===== src/rtl/aes_input_packer_pkg.sv =====
// Shared AES feeder definitions: block/word geometry and word-lane ordering.
// Lane 0 is the first word of a block and occupies the most significant bits.
package aes_input_packer_pkg;

    localparam int unsigned AES_BLOCK_W       = 128;
    localparam int unsigned AES_WORD_W        = 32;
    localparam int unsigned AES_WORDS_PER_BLK = 4;

    typedef logic [AES_BLOCK_W-1:0] blk_t;
    typedef logic [AES_WORD_W-1:0]  word_t;

    typedef enum logic [1:0] {
        LANE_0 = 2'd0,
        LANE_1 = 2'd1,
        LANE_2 = 2'd2,
        LANE_3 = 2'd3
    } lane_t;

    function automatic blk_t place_word(input blk_t blk, input lane_t lane, input word_t w);
        blk_t r;
        r = blk;
        case (lane)
            LANE_0:  r[AES_BLOCK_W-1                -: AES_WORD_W] = w;
            LANE_1:  r[AES_BLOCK_W-1-AES_WORD_W     -: AES_WORD_W] = w;
            LANE_2:  r[AES_BLOCK_W-1-2*AES_WORD_W   -: AES_WORD_W] = w;
            default: r[AES_WORD_W-1                 -: AES_WORD_W] = w;
        endcase
        return r;
    endfunction

endpackage


===== src/rtl/aes_blk_fifo.sv =====
// Synchronous block FIFO with registered wrap-bit pointers.
// A push while full is honoured when a pop happens in the same cycle.
module aes_blk_fifo #(
    parameter int unsigned DEPTH = 4,
    parameter int unsigned WIDTH = 128
) (
    input  logic             clk,
    input  logic             rstn,
    input  logic             push,
    input  logic [WIDTH-1:0] push_data,
    input  logic             pop,
    output logic [WIDTH-1:0] pop_data,
    output logic             full,
    output logic             empty
);

    localparam int unsigned AW = $clog2(DEPTH);

    logic [AW:0]      wr_ptr;
    logic [AW:0]      rd_ptr;
    logic [WIDTH-1:0] mem [DEPTH];
    logic             do_push;
    logic             do_pop;

    always_comb begin
        empty    = (wr_ptr == rd_ptr);
        full     = ((wr_ptr ^ rd_ptr) == {1'b1, {AW{1'b0}}});
        do_pop   = pop & ~empty;
        do_push  = push & (~full | pop);
        pop_data = mem[rd_ptr[AW-1:0]];
    end

    always_ff @(posedge clk) begin
        if (do_push) begin
            mem[wr_ptr[AW-1:0]] <= push_data;
        end
    end

    always_ff @(posedge clk or negedge rstn) begin
        if (!rstn) begin
            wr_ptr <= '0;
            rd_ptr <= '0;
        end else begin
            if (do_push) wr_ptr <= wr_ptr + {{AW{1'b0}}, 1'b1};
            if (do_pop)  rd_ptr <= rd_ptr + {{AW{1'b0}}, 1'b1};
        end
    end

endmodule


===== src/rtl/aes_input_packer.sv =====
// Packs 32-bit words into 128-bit AES blocks, queues them and issues them under a credit cap.
// Optional AES_PACK_PAD_EN: s_last zero-fills and pushes a partial block.
module aes_input_packer
    import aes_input_packer_pkg::*;
#(
    parameter int unsigned FIFO_DEPTH      = 4,
    parameter int unsigned MAX_OUTSTANDING = 1
) (
    input  logic         clk,
    input  logic         rstn,
    input  logic [31:0]  s_data,
    input  logic         s_valid,
    output logic         s_ready,
    input  logic         s_last,
    input  logic         key_load,
    input  logic [127:0] key_data,
    output logic         key_err,
    output logic         aes_start,
    output logic [127:0] aes_key,
    output logic [127:0] aes_pt,
    input  logic         aes_valid,
    output logic         busy
);

    localparam logic [3:0] MAX_OUT = 4'(MAX_OUTSTANDING);

    lane_t      wc_q;
    blk_t       pack_q;
    blk_t       blk_next;
    blk_t       fifo_head;
    logic [3:0] outst_q;
    logic       fifo_full;
    logic       fifo_empty;
    logic       accept;
    logic       last_word;
    logic       issue;
    logic       key_accept;
    logic       credit_ret;

`ifndef AES_PACK_PAD_EN
    logic unused_s_last;
    assign unused_s_last = s_last;
`endif

    always_comb begin
        s_ready    = rstn & ~fifo_full;
        accept     = s_valid & s_ready;
        blk_next   = place_word(pack_q, wc_q, s_data);
`ifdef AES_PACK_PAD_EN
        last_word  = (wc_q == LANE_3) | s_last;
`else
        last_word  = (wc_q == LANE_3);
`endif
        busy       = (wc_q != LANE_0) | ~fifo_empty | (outst_q != '0);
        key_accept = key_load & ~busy & ~s_valid;
        issue      = ~fifo_empty & (outst_q < MAX_OUT) & ~key_accept;
        credit_ret = aes_valid & (outst_q != '0);
    end

    aes_blk_fifo #(
        .DEPTH (FIFO_DEPTH),
        .WIDTH (AES_BLOCK_W)
    ) u_fifo (
        .clk       (clk),
        .rstn      (rstn),
        .push      (accept & last_word),
        .push_data (blk_next),
        .pop       (issue),
        .pop_data  (fifo_head),
        .full      (fifo_full),
        .empty     (fifo_empty)
    );

    // Lanes past the current word stay zero, so blk_next doubles as the padded block.
    always_ff @(posedge clk or negedge rstn) begin
        if (!rstn) begin
            wc_q   <= LANE_0;
            pack_q <= '0;
        end else if (accept) begin
            if (last_word) begin
                wc_q   <= LANE_0;
                pack_q <= '0;
            end else begin
                wc_q   <= lane_t'(wc_q + 2'd1);
                pack_q <= blk_next;
            end
        end
    end

    always_ff @(posedge clk or negedge rstn) begin
        if (!rstn) begin
            outst_q   <= '0;
            aes_start <= 1'b0;
            aes_pt    <= '0;
            aes_key   <= '0;
            key_err   <= 1'b0;
        end else begin
            case ({issue, credit_ret})
                2'b10:   outst_q <= outst_q + 4'd1;
                2'b01:   outst_q <= outst_q - 4'd1;
                default: outst_q <= outst_q;
            endcase
            aes_start <= issue;
            if (issue)      aes_pt  <= fifo_head;
            if (key_accept) aes_key <= key_data;
            key_err <= key_load & ~key_accept;
        end
    end

endmodule


===== config.mk =====
export PLATFORM = sky130hd
export DESIGN_NAME = aes_input_packer
export DESIGN_NICKNAME = d
export VERILOG_FILES = /design/src/rtl/aes_input_packer_pkg.sv /design/src/rtl/aes_blk_fifo.sv /design/src/rtl/aes_input_packer.sv
export SDC_FILE = /design/constraint.sdc
export NUM_CORES = 1
export LEC_CHECK = 0
export CAP_MARGIN = 20
export CORE_AREA = 2 2 255 257
export DETAILED_ROUTE_END_ITERATION = 6
export DIE_AREA = 0 0 257 259
export PLACE_DENSITY = 0.75
export SYNTH_ARGS = -nofsm -noshare
export SYNTH_HDL_FRONTEND = slang
export SYNTH_SLANG_ARGS = --single-unit

===== constraint.sdc =====
create_clock -name clk -period 21.3 [get_ports clk]
set_clock_uncertainty 0.05 [all_clocks]
set_input_delay 2.13 -clock clk [delete_from_list [all_inputs] [get_ports clk]]
set_output_delay 2.13 -clock clk [all_outputs]
set_load 0.03 [all_outputs]

# After elaboration in Yosys (flattened, before gate mapping)
# Memories as Yosys holds them, arrays and structs flattened. A register that Yosys moved wholly into a read port is not among the register bits.
# Index checks and enable logic that the tools add are counted.
# word_totals
ff_bits	270
mem_bits_rw	512
inputBits	166
elab_cells	57
memories	1
# op_classes
addsub	5
magnitude_cmp	1
eq_ne	7
n_mux	9
bitwise	20
reduce_logical	6
# memory_table
name	words	width	read_ports	rd_clocked_by_memory_dff	wr	line_no	source
u_fifo.mem	4	128	1	1	1	aes_blk_fifo.sv:21	logic [WIDTH-1:0] mem [DEPTH];
# ops
operator	count
two-way mux 128 bit	1
two-way mux 32 bit	4
AND 1 bit	11
case mux 4 bit (2 select lines)	1
adder 3 x 1 -> 3 bit (second input constant)	2
equality test 2 bit (second input constant)	3
NOT 1 bit	5
adder 4 x 1 -> 4 bit (second input constant)	1
equality test 2 x 1 -> 1 bit (second input constant)	2
< comparator 4 x 1 -> 1 bit (second input constant)	1
nonzero test 2 bit	2
nonzero test 4 bit	1
subtractor 4 x 1 -> 4 bit (second input constant)	1
equality test 3 bit	1
equality test 3 bit (second input constant)	1
OR 1 bit	3
OR reduction 3 bit	1
XOR 3 bit	1
adder 2 x 1 -> 2 bit (second input constant)	1
zero test 2 bit	1
two-way mux 1 bit	2
two-way mux 2 bit	1
zero test 1 bit	1

# Logic depth before layout (Yosys ltp)
# logic_depth
ltp_word	13
mapped_depth	9

# By module
# A second synthesis with hierarchy kept.
# hier_totals
hier_cells	1921
hier_area_um2	35550.3
# modules_own_cells
module	n_inst	cells_each	area_per_inst_um2	seq_area_each_um2
aes_blk_fifo	1	707	18868.1	15524.9
aes_input_packer	1	1214	16682.2	9809.4

# Least setup slack after synthesis
# No wires, ideal clock.
# synth_path
path_type	in2reg
start	in rstn
end	mem u_fifo.mem[0][0], enable pin
arrival_ps	8164
setup_slack_ps	12468
cell_stages	5
path_buffers	2
path_cell_list	o31a_1 > buf_2 > nand3_1 > clkbuf_1 > nor2_1
# synth_between
elab_chain_cells	6
# synth_rtl
item	line_no	source
start: declaration	aes_input_packer.sv:10	input logic rstn,
AND 1 bit	aes_input_packer.sv:46	s_ready = rstn & ~fifo_full;
AND 1 bit	aes_input_packer.sv:47	accept = s_valid & s_ready;
AND 1 bit	aes_input_packer.sv:66	.push (accept & last_word),
AND 1 bit	aes_blk_fifo.sv:29	do_push = push & (~full | pop);
two-way mux 1 bit	aes_blk_fifo.sv:34	if (do_push) begin
two-way mux 1 bit (not written as such)	aes_blk_fifo.sv:35	mem[wr_ptr[AW-1:0]] <= push_data;
end: declaration	aes_blk_fifo.sv:21	
# No other way between the ends.

# Worst setup path in the final report
# layout_path
start	in rstn
end	out s_ready
# layout_between
elab_chain_cells	1
# layout_rtl
item	line_no	source
AND 1 bit	aes_input_packer.sv:46	
end: declaration	aes_input_packer.sv:13	output logic s_ready,
# No other way between the ends.

==> impl_metrics.tcl <==
set metrics [dict create \
    path_class "in2out" \
    cts_buffers 91 \
    ios 426 \
    ctsResizeCount 0 \
    clockBufferDepth 3 \
    timing.setup.tns_ps 0 \
    fin_total_pwr_mw 6.50 \
    die_h_um 259 \
    grt_max_degree 133 \
    setup_viol 0 \
    cp_top_family "buffers and inverters" \
    first_pass_iters 5 \
    multi_input_area_um2 8900 \
    synth.area.top_cells "edfxtp_1 44%, dfrtp_1 29%, mux2_2 8.4%" \
    finalHoldViolCount 0 \
    peakVddDrop_mv 0.104 \
    place.gp.congestion 0.896 \
    drtAntennaViolNets 0 \
    ys_ff_latch 910 \
    die_area_um2 66600 \
    timing.hold.ws_ps 431 \
    outcome "complete, no violations" \
    drv_cap 0 \
    grt.total_usage 0.242 \
    tightest_slew_ps 1120 \
    fp.coreArea_um2 63900 \
    overflow 0 \
    grt_pass1_vias 19030 \
    fillers 4132 \
    slowest_stage "o31a_2" \
    viasPerCell 5.78 \
    slew_headroom 0.254 \
    placementRows 93 \
    register_area_um2 25300 \
    fmax_mhz 152 \
    clk_pin_slew_worst_paths_ps 60 \
    area_delta_synth_final_pct 23.3 \
    maxSlewViolCount 0 \
    synth_top_cell_by_area "edfxtp_1" \
    clock-sinks 910 \
    final_common_cell "edfxtp_1" \
    worstPathArrival_ps 4410 \
    io_buffer_count 424 \
    period_share 0.309 \
    rsz0062_at_grt "no" \
    synth_area_um2 34800 \
    final_cell_mix "512 x edfxtp_1, 423 x clkdlybuf4s50_1, 396 x dfrtp_1, 259 x mux2_2" \
    period_minus_slack_ps 6590 \
    crit_buf_inv 2 \
    dp_hpwl_um 47200 \
    cp_max_fo 66 \
    ys_seq_area_frac 0.729 \
    synth_top_area_share 0.442 \
    num_vias 17913 \
    postCtsSetupRepairBufs 0 \
    worstSetupStartpointType "primary input" \
    synthDistinctLibCells 34 \
    start_util 0.544 \
    drt_iter0_drc 1357 \
    hp-class "reg2reg" \
    fin_nets 2340 \
    slowest_delay_ps 970 \
    syn_avg_cell_area_um2 20.2 \
    hold_buffers 0 \
    antenna_found_initial 11 \
    cellLeakagePower_nw 16.1 \
    synthesis.nets 1904 \
    drive_above_1_share 0.254 \
    htree_levels 3 \
    tritoncts "yes" \
    worst_ep_required_time_ps 19120 \
    grt_pass1_wl_um 120000 \
    wl_um 79600 \
    yosysWarnings 0 \
    clk_latency_ps 630 \
    dieWidth_um 257 \
    wire_per_inst_um 25.7 \
    drc 0 \
    powerDensity_nw_per_um2 152 \
    endpoint_kind "output port" \
    path_cells "buf_8 > o31a_2 > clkdlybuf4s50_1" \
    syn_inst 1725 \
    cts_root_buf "clkbuf_16" \
]
## power breakdown
group / internal, mW / switching, mW
sequential: 2.39 / 0.247
combinational: 1.05 / 1.24
clock: 0.919 / 0.653
total: 4.36 / 2.14
## per-stage QoR
stage / instances / area [um2] / setup WS [ps] / util
2_1_floorplan: 1725 / 34800 / 12470 / -
3_3_place_gp: 2921 / 39800 / 14390 / 0.623
3_5_place_dp: 2922 / 39900 / 14540 / 0.624
4_1_cts: 3090 / 42800 / 14640 / 0.670
5_1_grt: 3097 / 42900 / 14550 / 0.671
6_report: 3097 / 42900 / 14710 / 0.671
## worst paths after layout
check	from	end	slack [ps]	cells after the start
max	rstn	s_ready	14710	3
min	aes_key[113]	aes_key[113]	430	1
max reg2reg	u_fifo.rd_ptr[1]	u_fifo.mem[0][91]	15850	7
min reg2reg	aes_key[113]	aes_key[113]	430	1
max in group asynchronous	rstn	aes_pt[83]	17780	3
min in group asynchronous	rstn	aes_pt[110]	1400	1
## layout make-up
class,count,area share
antenna,6,0.000350
tap,855,0.0250
clock inverter,39,0.00800
clock buffer,129,0.0612
multi-input combinational,696,0.208
timing repair buffer,451,0.105
sequential,910,0.591
inverter,11,0.00120
## registers in the layout (all words and copies together) (netlist names)
signal,count
aes_start,1
wc_q,2
u_fifo.wr_ptr,3
outst_q,4
u_fifo.mem,512
key_err,1
u_fifo.rd_ptr,3
pack_q,128
aes_pt,128
aes_key,128
## kinds of logic (layout without fill, tap and decap cells)
group | Yosys count | in the layout | synth area share
xor+xnor | 12 | 12 | 0.00302
flops | 910 | 910 | 0.729
simple gates | 53 | 53 | 0.00907
other cells | 0 | 6 | 0
fa+ha+maj | 13 | 13 | 0.00468
mux | 516 | 516 | 0.209
compound gates | 102 | 102 | 0.0291
buf+inv | 119 | 630 | 0.0170
## synth_stat cells
library cell,count
a21boi_0,1
a21oi_1,1
a32o_1,96
and2_1,32
buf_1,17
buf_2,19
buf_4,1
buf_6,8
buf_8,5
clkbuf_1,58
dfrtp_1,398
edfxtp_1,512
ha_1,13
inv_1,10
inv_2,1
mux2_1,128
mux2_2,259
mux2i_1,1
mux4_2,128
nand2_1,6
nand3_1,2
nand4_1,1
nand4b_1,1
nand4bb_1,1
nor2_1,7
nor2b_1,1
nor3b_2,1
o21a_1,1
o21ai_0,1
o311ai_2,1
o31a_1,1
or4_4,1
xnor2_1,7
xor2_1,5
## layer usage
layer | global-route usage | up-vias | part of all wire
met5 | 0 | - | 0.00028
met4 | 0.0975 | 4 | 0.034
met3 | 0.0595 | 142 | 0.072
met2 | 0.405 | 668 | 0.51
met1 | 0.305 | 9389 | 0.39
li1 | - | 7710 | -
(Power assumes the default switching activity.)
